File: src/rtl/pool_window_gen_if.sv
// Streaming pixel-in / neighbourhood-out bundle for the pooling window generator.
// The master side feeds pixels and consumes windows; the slave side is the generator.
interface pool_window_gen_if #(
   parameter int unsigned DATA_WIDTH = 32
);
   logic                      ena;
   logic                      in_valid;
   logic [DATA_WIDTH-1:0]     in_data;
   logic [9*DATA_WIDTH-1:0]   nh_vector;
   logic                      out_valid;
   logic                      frame_done;

   modport master (
      output ena,
      output in_valid,
      output in_data,
      input  nh_vector,
      input  out_valid,
      input  frame_done
   );

   modport slave (
      input  ena,
      input  in_valid,
      input  in_data,
      output nh_vector,
      output out_valid,
      output frame_done
   );
endinterface

File: src/rtl/pool_window_gen.sv
// Streaming 3x3 neighbourhood generator for the max-pool stage: two row buffers plus a
// shifting 3x3 register window; stride-aligned windows are emitted one cycle after completion.
module pool_window_gen #(
   parameter int unsigned DATA_WIDTH = 32,
   parameter int unsigned FM_WIDTH   = 8,
   parameter int unsigned FM_HEIGHT  = 8,
   parameter int unsigned STRIDE     = 2
) (
   input logic              clk,
   input logic              reset,
   pool_window_gen_if.slave bus
);
   localparam int unsigned NH_VECTOR_WIDTH = 9 * DATA_WIDTH;
   localparam int unsigned CW = $clog2(FM_WIDTH);
   localparam int unsigned RW = $clog2(FM_HEIGHT);
   localparam logic [1:0]  PhLast = 2'(STRIDE - 1);

   logic [CW-1:0]              r_col;
   logic [RW-1:0]              r_row;
   logic [1:0]                 r_col_ph;
   logic [1:0]                 r_row_ph;
   logic [DATA_WIDTH-1:0]      r_lb1 [FM_WIDTH];
   logic [DATA_WIDTH-1:0]      r_lb2 [FM_WIDTH];
   logic [DATA_WIDTH-1:0]      r_win [9];
   logic [NH_VECTOR_WIDTH-1:0] r_nh;
   logic                       r_out_valid;
   logic                       r_frame_done;

   logic                       w_acc;
   logic                       w_col_last;
   logic                       w_row_last;
   logic                       w_hit;
   logic [1:0]                 w_col_ph_next;
   logic [1:0]                 w_row_ph_next;
   logic [DATA_WIDTH-1:0]      w_win_next [9];
   logic [NH_VECTOR_WIDTH-1:0] w_nh_next;

   assign w_acc      = bus.ena & bus.in_valid;
   assign w_col_last = (r_col == CW'(FM_WIDTH - 1));
   assign w_row_last = (r_row == RW'(FM_HEIGHT - 1));

   // Phase counters track (col-2) mod STRIDE and (row-2) mod STRIDE without dividers.
   assign w_hit = (r_row >= RW'(2)) && (r_col >= CW'(2)) &&
                  (r_row_ph == 2'd0) && (r_col_ph == 2'd0);

   always_comb begin
      w_col_ph_next = (r_col < CW'(2) || r_col_ph == PhLast) ? 2'd0 : r_col_ph + 2'd1;
      w_row_ph_next = (r_row < RW'(2) || r_row_ph == PhLast) ? 2'd0 : r_row_ph + 2'd1;
   end

   always_comb begin
      for (int i = 0; i < 3; i++) begin
         w_win_next[3*i]   = r_win[3*i+1];
         w_win_next[3*i+1] = r_win[3*i+2];
         w_win_next[3*i+2] = '0;
      end
      w_win_next[2] = r_lb2[r_col];
      w_win_next[5] = r_lb1[r_col];
      w_win_next[8] = bus.in_data;
   end

   always_comb begin
      w_nh_next = '0;
      for (int k = 0; k < 9; k++) begin
         w_nh_next[k*DATA_WIDTH +: DATA_WIDTH] = w_win_next[k];
      end
   end

   always_ff @(posedge clk) begin
      if (!reset) begin
         r_col        <= '0;
         r_row        <= '0;
         r_col_ph     <= '0;
         r_row_ph     <= '0;
         r_nh         <= '0;
         r_out_valid  <= 1'b0;
         r_frame_done <= 1'b0;
         for (int k = 0; k < 9; k++) r_win[k] <= '0;
      end else if (bus.ena) begin
         // While ena is low the pulse registers hold, so a due pulse surfaces on release.
         r_out_valid  <= w_acc & w_hit;
         r_frame_done <= w_acc & w_col_last & w_row_last;
         if (w_acc) begin
            r_win    <= w_win_next;
            r_col_ph <= w_col_ph_next;
            if (w_hit) r_nh <= w_nh_next;
            if (w_col_last) begin
               r_col    <= '0;
               r_row_ph <= w_row_ph_next;
               r_row    <= w_row_last ? '0 : r_row + RW'(1);
            end else begin
               r_col <= r_col + CW'(1);
            end
         end
      end
   end

   always_ff @(posedge clk) begin
      if (reset && w_acc) begin
         r_lb2[r_col] <= r_lb1[r_col];
         r_lb1[r_col] <= bus.in_data;
      end
   end

   assign bus.nh_vector  = r_nh;
   assign bus.out_valid  = r_out_valid & bus.ena;
   assign bus.frame_done = r_frame_done & bus.ena;
endmodule

File: src/flat_wrapper.sv
// flat-port wrapper written by rule: the top's interface ports become plain ports
module pool_window_gen_flat 
#(
   parameter int unsigned DATA_WIDTH = 32,
   parameter int unsigned FM_WIDTH   = 8,
   parameter int unsigned FM_HEIGHT  = 8,
   parameter int unsigned STRIDE     = 2
)
  (clk, reset, bus_ena, bus_in_valid, bus_in_data, bus_nh_vector, bus_out_valid, bus_frame_done);
  pool_window_gen_if #(.DATA_WIDTH(DATA_WIDTH)) bus_i ();
  input logic clk;
  input logic reset;
  input wire logic [$bits(bus_i.ena)-1:0] bus_ena;
  input wire logic [$bits(bus_i.in_valid)-1:0] bus_in_valid;
  input wire logic [$bits(bus_i.in_data)-1:0] bus_in_data;
  output wire logic [$bits(bus_i.nh_vector)-1:0] bus_nh_vector;
  output wire logic [$bits(bus_i.out_valid)-1:0] bus_out_valid;
  output wire logic [$bits(bus_i.frame_done)-1:0] bus_frame_done;
  assign bus_i.ena = bus_ena;
  assign bus_i.in_valid = bus_in_valid;
  assign bus_i.in_data = bus_in_data;
  assign bus_nh_vector = bus_i.nh_vector;
  assign bus_out_valid = bus_i.out_valid;
  assign bus_frame_done = bus_i.frame_done;
  pool_window_gen #(.DATA_WIDTH(DATA_WIDTH), .FM_WIDTH(FM_WIDTH), .FM_HEIGHT(FM_HEIGHT), .STRIDE(STRIDE)) u_core (.clk(clk), .reset(reset), .bus(bus_i));
endmodule
File: config.mk
export PLATFORM = sky130hd
export DESIGN_NAME = pool_window_gen_flat
export DESIGN_NICKNAME = d
export VERILOG_FILES = /design/src/rtl/pool_window_gen_if.sv /design/src/rtl/pool_window_gen.sv /design/src/flat_wrapper.sv
export SDC_FILE = /design/constraint.sdc
export NUM_CORES = 1
export LEC_CHECK = 0
export CAP_MARGIN = 20
export CORE_ASPECT_RATIO = 1.2
export CORE_MARGIN = 2
export CORE_UTILIZATION = 45
export CTS_CLUSTER_DIAMETER = 40
export DETAILED_ROUTE_END_ITERATION = 10
export PLACE_DENSITY_LB_ADDON = 0.05
export SLEW_MARGIN = 0
export SYNTH_ARGS = -nofsm -noshare
export SYNTH_HDL_FRONTEND = slang
export SYNTH_SLANG_ARGS = --single-unit
File: constraint.sdc
create_clock -name clk -period 12.49 [get_ports clk]
set_input_delay 1.249 -clock clk [delete_from_list [all_inputs] [get_ports clk]]
set_output_delay 1.249 -clock clk [all_outputs]
set_load 0.01 [all_outputs]
==> impl_results.md, run 1 <==
- Status: completed
- CP Launch Type: input port
- Crit path time final: 5010 ps
- TritonCTS Sinks: 1,007
- Worst Path Max Fanout: about 100
- Reg area: 25,300 um2
- Slowest-stage cell, CP: buf_4
- Drt wl/cell: 25.6 um
- Synth warn: 0
- Clk Latency, worst-skew pair: 680 ps
- Share of the cycle needed by the critical path after routing: 40.1%
- Fin cells: 4,347
- DRC errors left: 0
- PortBufs: 325
- Die Width: 269 um
- Synth Flop Type: edfxtp_1
- Cell Chain, Critical Path: clkdlybuf4s50_1 -> nand2_4 -> buf_4 -> buf_4 -> buf_12 -> buf_4 -> o31ai_1 -> a21oi_1
- Gr ovfl total: 0
- Nets@finish: approximately 3,200
- Die area: 86,500 um2
- Gate Count Post-Synth: around 3,000
- Ports: ~330
- Critical path arrival: 5590 ps
- Syn_nets: 2,958
- Total GRT Usage: 25.3%
- Synth Register Bits: 1,007
- Total CTS buffers: 119
- CTS tree: built
- Clock skew: 30.0 ps
- Routability cong.: 0.811
- Final Hold Viols: 0
- Remaining antenna violation count: 0
- Site Rows: 116
- WP buf/inv: 5
- Crit-path most repeated cell: buf_4
- RSZ-0062 raised after global routing: false
- Max Cap Viol: 0
- Placed cell count: 4,115
- Vias: 25,600
- Leakage power: around 15 nW
- Number of DRC violations after detailed-routing iteration 0: 2,674
- Resize count post-CTS: 0
- F_max: approximately 200 MHz
- Max-slew violation count: 0
- Largest net degree at the start of global routing: about 230
- Synth Cell Area: 37,900 um2
- Critical path type: input port to register
- FILL cells: 6,847
- Share of cells above drive strength 1: approximately 13%
- CP max stage delay: just over 900 ps
- Reg clk slew, reported paths: roughly 60 ps
- Pwr dens: 167 nW/um2
- Required @ worst endpoint: between 10,000 and 15,000 ps
- Maximum clock path buffer count: 3
- Core area: 83,500 um2
- Synth cell types: 35
- Worst hold margin: 452 ps
- VDD IR max: 0.121 mV
- Synthesized area per cell: roughly 13 um2
- Initial antenna violation count: 0
- Design Power: slightly below 0.008 W
- Die H: 322 um
- Area growth from synthesis to layout: 22.0%
- Sequential element share of the synthesized area: 66.8%
- Total iterations of the first detailed-routing run: 5
- Async S/R FF share, synth: 0%
- Final setup viols: 0
- Number of synthesized flops with an enable pin: 512
- Initial Utilization: 45.4%
- First-pass GRT wire length: 162,000 um
- Final HPWL DP: 66,300 um
- Final wirelength: 111,000 um
- Post-CTS Hold Buffers: 0
- Number of global-route vias before repair: 24,900
- Setup_tns: 0 ps
- Delay-heaviest family, CP: buffers and inverters
- Multi-input combinational cell area: 11,200 um2
- Slew @ Worst Pin: 1490 ps
- H-tree Lvls: 3
- Worst min-delay path class: register to register
- Post-CTS setup repair buffer count: 0
- Headroom to the max-slew limit: 0.549%
- Via/cell ratio: 5.90
- Clock tree root driver cell: clkbuf_16
- Worst setup EP type: register
==> synth_stat cells, drive strengths merged (6+ instances only) <==
cell type | n | area share, %
dfxtp | 495 | 26
mux2i | 64 | 1.7
clkbuf | 159 | 1.6
buf | 137 | 2.1
mux4 | 128 | 7.6
nand4 | 225 | 3.7
inv | 39 | 0.39
nor3 | 6 | 0.11
ha | 9 | 0.30
a21oi | 424 | 5.6
nor2 | 7 | 0.069
o31ai | 224 | 4.4
o21ai | 64 | 0.85
nand2 | 333 | 3.3
edfxtp | 512 | 41
o22ai | 64 | 1.1
==> metal layers <==
layer | global-route usage, % | vias to the layer above | share of wire, %
li1 | - | 11600 | -
met1 | 32.1 | 13000 | 40
met2 | 43.1 | 853 | 50
met3 | 5.05 | 181 | 6.4
met4 | 8.80 | 0 | 3.3
met5 | 0 | - | 0
==> per-stage QoR <==
step | utilization (%) | setup slack (ps) | area [um2]
final | 55.4 | 7480 | 46200
after global routing | 55.4 | 7220 | 46200
after CTS | 55.3 | 7450 | 46100
after detailed placement | 50.0 | 6760 | 41700
after global placement | 50.0 | 6890 | 41700
after floorplan | - | 3890 | 37900
==> registers in the layout, summed over array words and instances (netlist names), named ones only <==
name and cells:
u_core.r_col 3, u_core.r_out_valid 1, u_core.r_lb2 256, u_core.r_row_ph 2
u_core.r_col_ph 2, u_core.r_win 192, u_core.bus.nh_vector 288, u_core.r_frame_done 1
u_core.r_row 3, u_core.r_lb1 256
==> power by group <==
group | switching, W | internal, W
registers | 0.0000350 | 0.00352
logic | 0.000278 | 0.0000903
clock network | 0.00139 | 0.00239
==> worst reg2reg max path: stages (launching register included) <==
cell,delay [ps]
dfxtp_1,340
inv_1,70
ha_1,240
o211a_4,690
buf_4,740
buf_4,1000
nand4_1,320
a21oi_1,190
==> cells by family (layout without fill, tap and decap cells) <==
logic type	count (synthesis)	in the layout	synth area share (%)
AO/OA/AOI/OAI	782	782	12.1
adder cells (fa/ha/maj)	9	9	0.297
buffers and inverters	335	647	4.03
flip-flops	1007	1007	66.8
multiplexers	192	192	9.30
other	0	1	0
AND/OR/NAND/NOR	588	588	7.51
==> worst paths after layout <==
check | from | endpoint | slack (ps) | depth (start not counted)
hold reg to reg | u_core.r_win[128] | u_core.r_win[128] | 450 | 2
setup reg to reg | u_core.r_row_ph[0] | u_core.bus.nh_vector[11] | 8820 | 7
hold / removal | u_core.r_win[128] | u_core.r_win[128] | 450 | 2
setup / recovery | bus_ena | u_core.bus.nh_vector[51] | 7480 | 8
==> cell usage in the layout, fill, tap and decap left out, types with 6 or more instances in the layout <==
| cell | instances |
|---|---|
| edfxtp_1 | 512 |
| dfxtp_1 | 492 |
| a21oi_1 | 424 |
| nand2_1 | 332 |
| clkdlybuf4s50_1 | 324 |
| nand4_1 | 224 |
| o31ai_1 | 224 |
| mux4_2 | 128 |
| clkbuf_16 | 124 |
| o22ai_1 | 64 |
| o21ai_0 | 64 |
| mux2i_1 | 58 |
| buf_4 | 50 |
| inv_1 | 38 |
| bufinv_16 | 26 |
| clkinv_2 | 20 |
| clkbuf_1 | 13 |
| clkinv_4 | 12 |
| clkinvlp_4 | 10 |
| ha_1 | 9 |
| clkinv_1 | 8 |
| clkbuf_8 | 7 |
| mux2i_2 | 6 |
==> area by class of cell <==
type	count	share of cell area, %
Multi-Input combinational cell	1571	24.2
Antenna cell	1	0.00541
Sequential cell	1007	54.7
Clock buffer	144	7.03
Inverter	39	0.333
Clock inverter	83	2.51
Tap cell	1121	3.03
Timing Repair Buffer	381	8.18
(Power assumes the default switching activity.)
==> inputs of run 2 (changes only) <==
clock period = 4.07 ns   (was 12.49 ns; I/O delays follow)
==> run 2 against run 1 <==
Against the previous run:
- global-route usage is 0.64 points higher
- die area stayed put
- clock skew is 5.5 ps lower
- the run now ends with max-slew violations left
- combinational power grew to 3.0 times the previous value
==> impl_results.md, run 2 (synthesis gave the netlist of run 1 again) <==
- Status: finished with violations
- Violated checks: max-slew violations
- Ports: ~330
- Max reg flops: 288
- Die area: 86,500 um2
- Clock skew: 24.5 ps
- Maximum clock path buffer count: 3
- Reg2Reg Depth: 5
- CP Launch Type: register
- Share of cells above drive strength 1: 13.6%
- ANT cells: 0
- RSZ-0062 raised after global routing: false
- Headroom to the max-slew limit: -3.21%
- Leakage power: between 10 and 15 nW
- Worst reg-to-reg setup slack: 1090 ps
- Clock tree root driver cell: clkbuf_16
- Clk Latency, worst-skew pair: 730 ps
- Gr ovfl total: 0
- Number of global-route vias before repair: 25,100
- Post-route setup slack: between 1000 and 1500 ps
- Worst Path Max Fanout: 42
- Critical path arrival: 3370 ps
- Worst setup EP type: register
- Remaining antenna violation count: 0
- Post-CTS Hold Buffers: 0
- Drt wl/cell: 25.9 um
- Number of DRC violations after detailed-routing iteration 0: 2,682
- CTS tree: built
- Final HPWL DP: 68,000 um
- Total CTS buffers: 131
- Post-CTS setup repair buffer count: 0
- Resize count post-CTS: 0
- Crit path time final: 2980 ps
- Routability cong.: 0.831
- Most frequent cells in the layout: edfxtp_1, dfxtp_1, a21oi_1
- TritonCTS Sinks: 1,007
- CP Capture Point: u_core.r_lb2[2][13]
- DRC errors left: 0
- H-tree Lvls: 4
- Critical path type: register to register
- Via/cell ratio: 5.87
- Setup_tns: 0 ps
- Worst min-delay path class: input port to register
- Die H: 322 um
- Max-slew violation count: between 50 and 60
- Max Cap Viol: 0
- Vias: 25,700
- Slew @ Worst Pin: 1550 ps
- Required @ worst endpoint: 4470 ps
- Final wirelength: 113,000 um
- First-pass GRT wire length: between 150,000 and 200,000 um
- Die Width: 269 um
- Worst R2R End: u_core.r_lb2[2][13]
- F_max: 336 MHz
- Share of the cycle needed by the critical path after routing: between 70% and 80%
- Site Rows: 116
- VDD IR max: roughly 0.33 mV
- Pwr dens: approximately 500 nW/um2
- Initial antenna violation count: 0
- Area growth from synthesis to layout: 22.8%
- Core area: 83,500 um2
- Initial Utilization: 45.4%
- Nets@finish: 3,185
- Total iterations of the first detailed-routing run: 6
- Reg clk slew, reported paths: about 60 ps
- Commonest non-fill, non-tap cell in the layout: edfxtp_1
- Total GRT Usage: 25.9%
- Final setup viols: 0
- PortBufs: 325
- Final Hold Viols: 0
- Worst slack at placement: 981 ps
- Largest net degree at the start of global routing: 254
run 2: changes by cell type in the layout (fill, tap and decap cells not counted), sizes merged:
| cell | before | now |
|---|---|---|
| clkinvlp | 11 | 16 |
| buf | 57 | 66 |
| clkbuf | 144 | 163 |
| inv | 44 | 52 |
| clkinv | 41 | 42 |
| diode | 1 | 0 |
| bufinv | 26 | 10 |
run 2: cell type report:
type                    instances  area (um2)
clock buffers                 163        3640
clock inverters                81         826
fillers                      6832       37000
inverters                      39         154
multi-input cells            1571       11200
flip-flops and latches       1007       25300
well taps                    1121        1400
repair buffers                390        3990
run 2: worst max-delay path, cell delays in order (launching register included):
cell     delay, ps
dfxtp_4        600
buf_12         310
buf_12         350
mux4_2         560
mux2i_1        500
inv_1          270
run 2: metal layers:
metal / up-vias / GRT usage, % / part of all wire, %
met4: 0 / 9.28 / 3.2
met1: 13100 / 33.1 / 40
met2: 848 / 43.9 / 50
met5: - / 0 / 0
met3: 157 / 5.15 / 5.8
li1: 11600 / - / -
run 2: worst min-delay path by stage:
| stage | cells after the start | to | slack, ps | from |
|---|---|---|---|---|
| after CTS | 3 | u_core.r_win[219] | 210 | reset |
| final | 3 | u_core.r_win[219] | 220 | reset |
| after global placement | 2 | u_core.r_row_ph[1] | 440 | u_core.r_row_ph[1] |
| after floorplan | 2 | u_core.r_row_ph[1] | 430 | u_core.r_row_ph[1] |
| after global routing | 3 | u_core.r_win[221] | 230 | reset |
| after detailed placement | 2 | u_core.r_win[137] | 450 | u_core.r_win[137] |
run 2: power breakdown:
group	internal, W	total, W	switching (W)
clock network	0.00707	0.0116	0.00450
logic	0.000292	0.00112	0.000825
registers	0.0108	0.0109	0.000141
run 2: metrics by stage:
stage	hold WS, ps	cells	area (um2)	power [W]	util, %
after floorplan	432	2913	37900	0.0118	-
after detailed placement	447	4128	42000	0.0123	50.4
final	216	4372	46500	0.0236	55.7
after global placement	440	4128	42000	0.0123	50.4
after CTS	205	4372	46500	0.0238	55.7
after global routing	230	4372	46500	0.0243	55.7
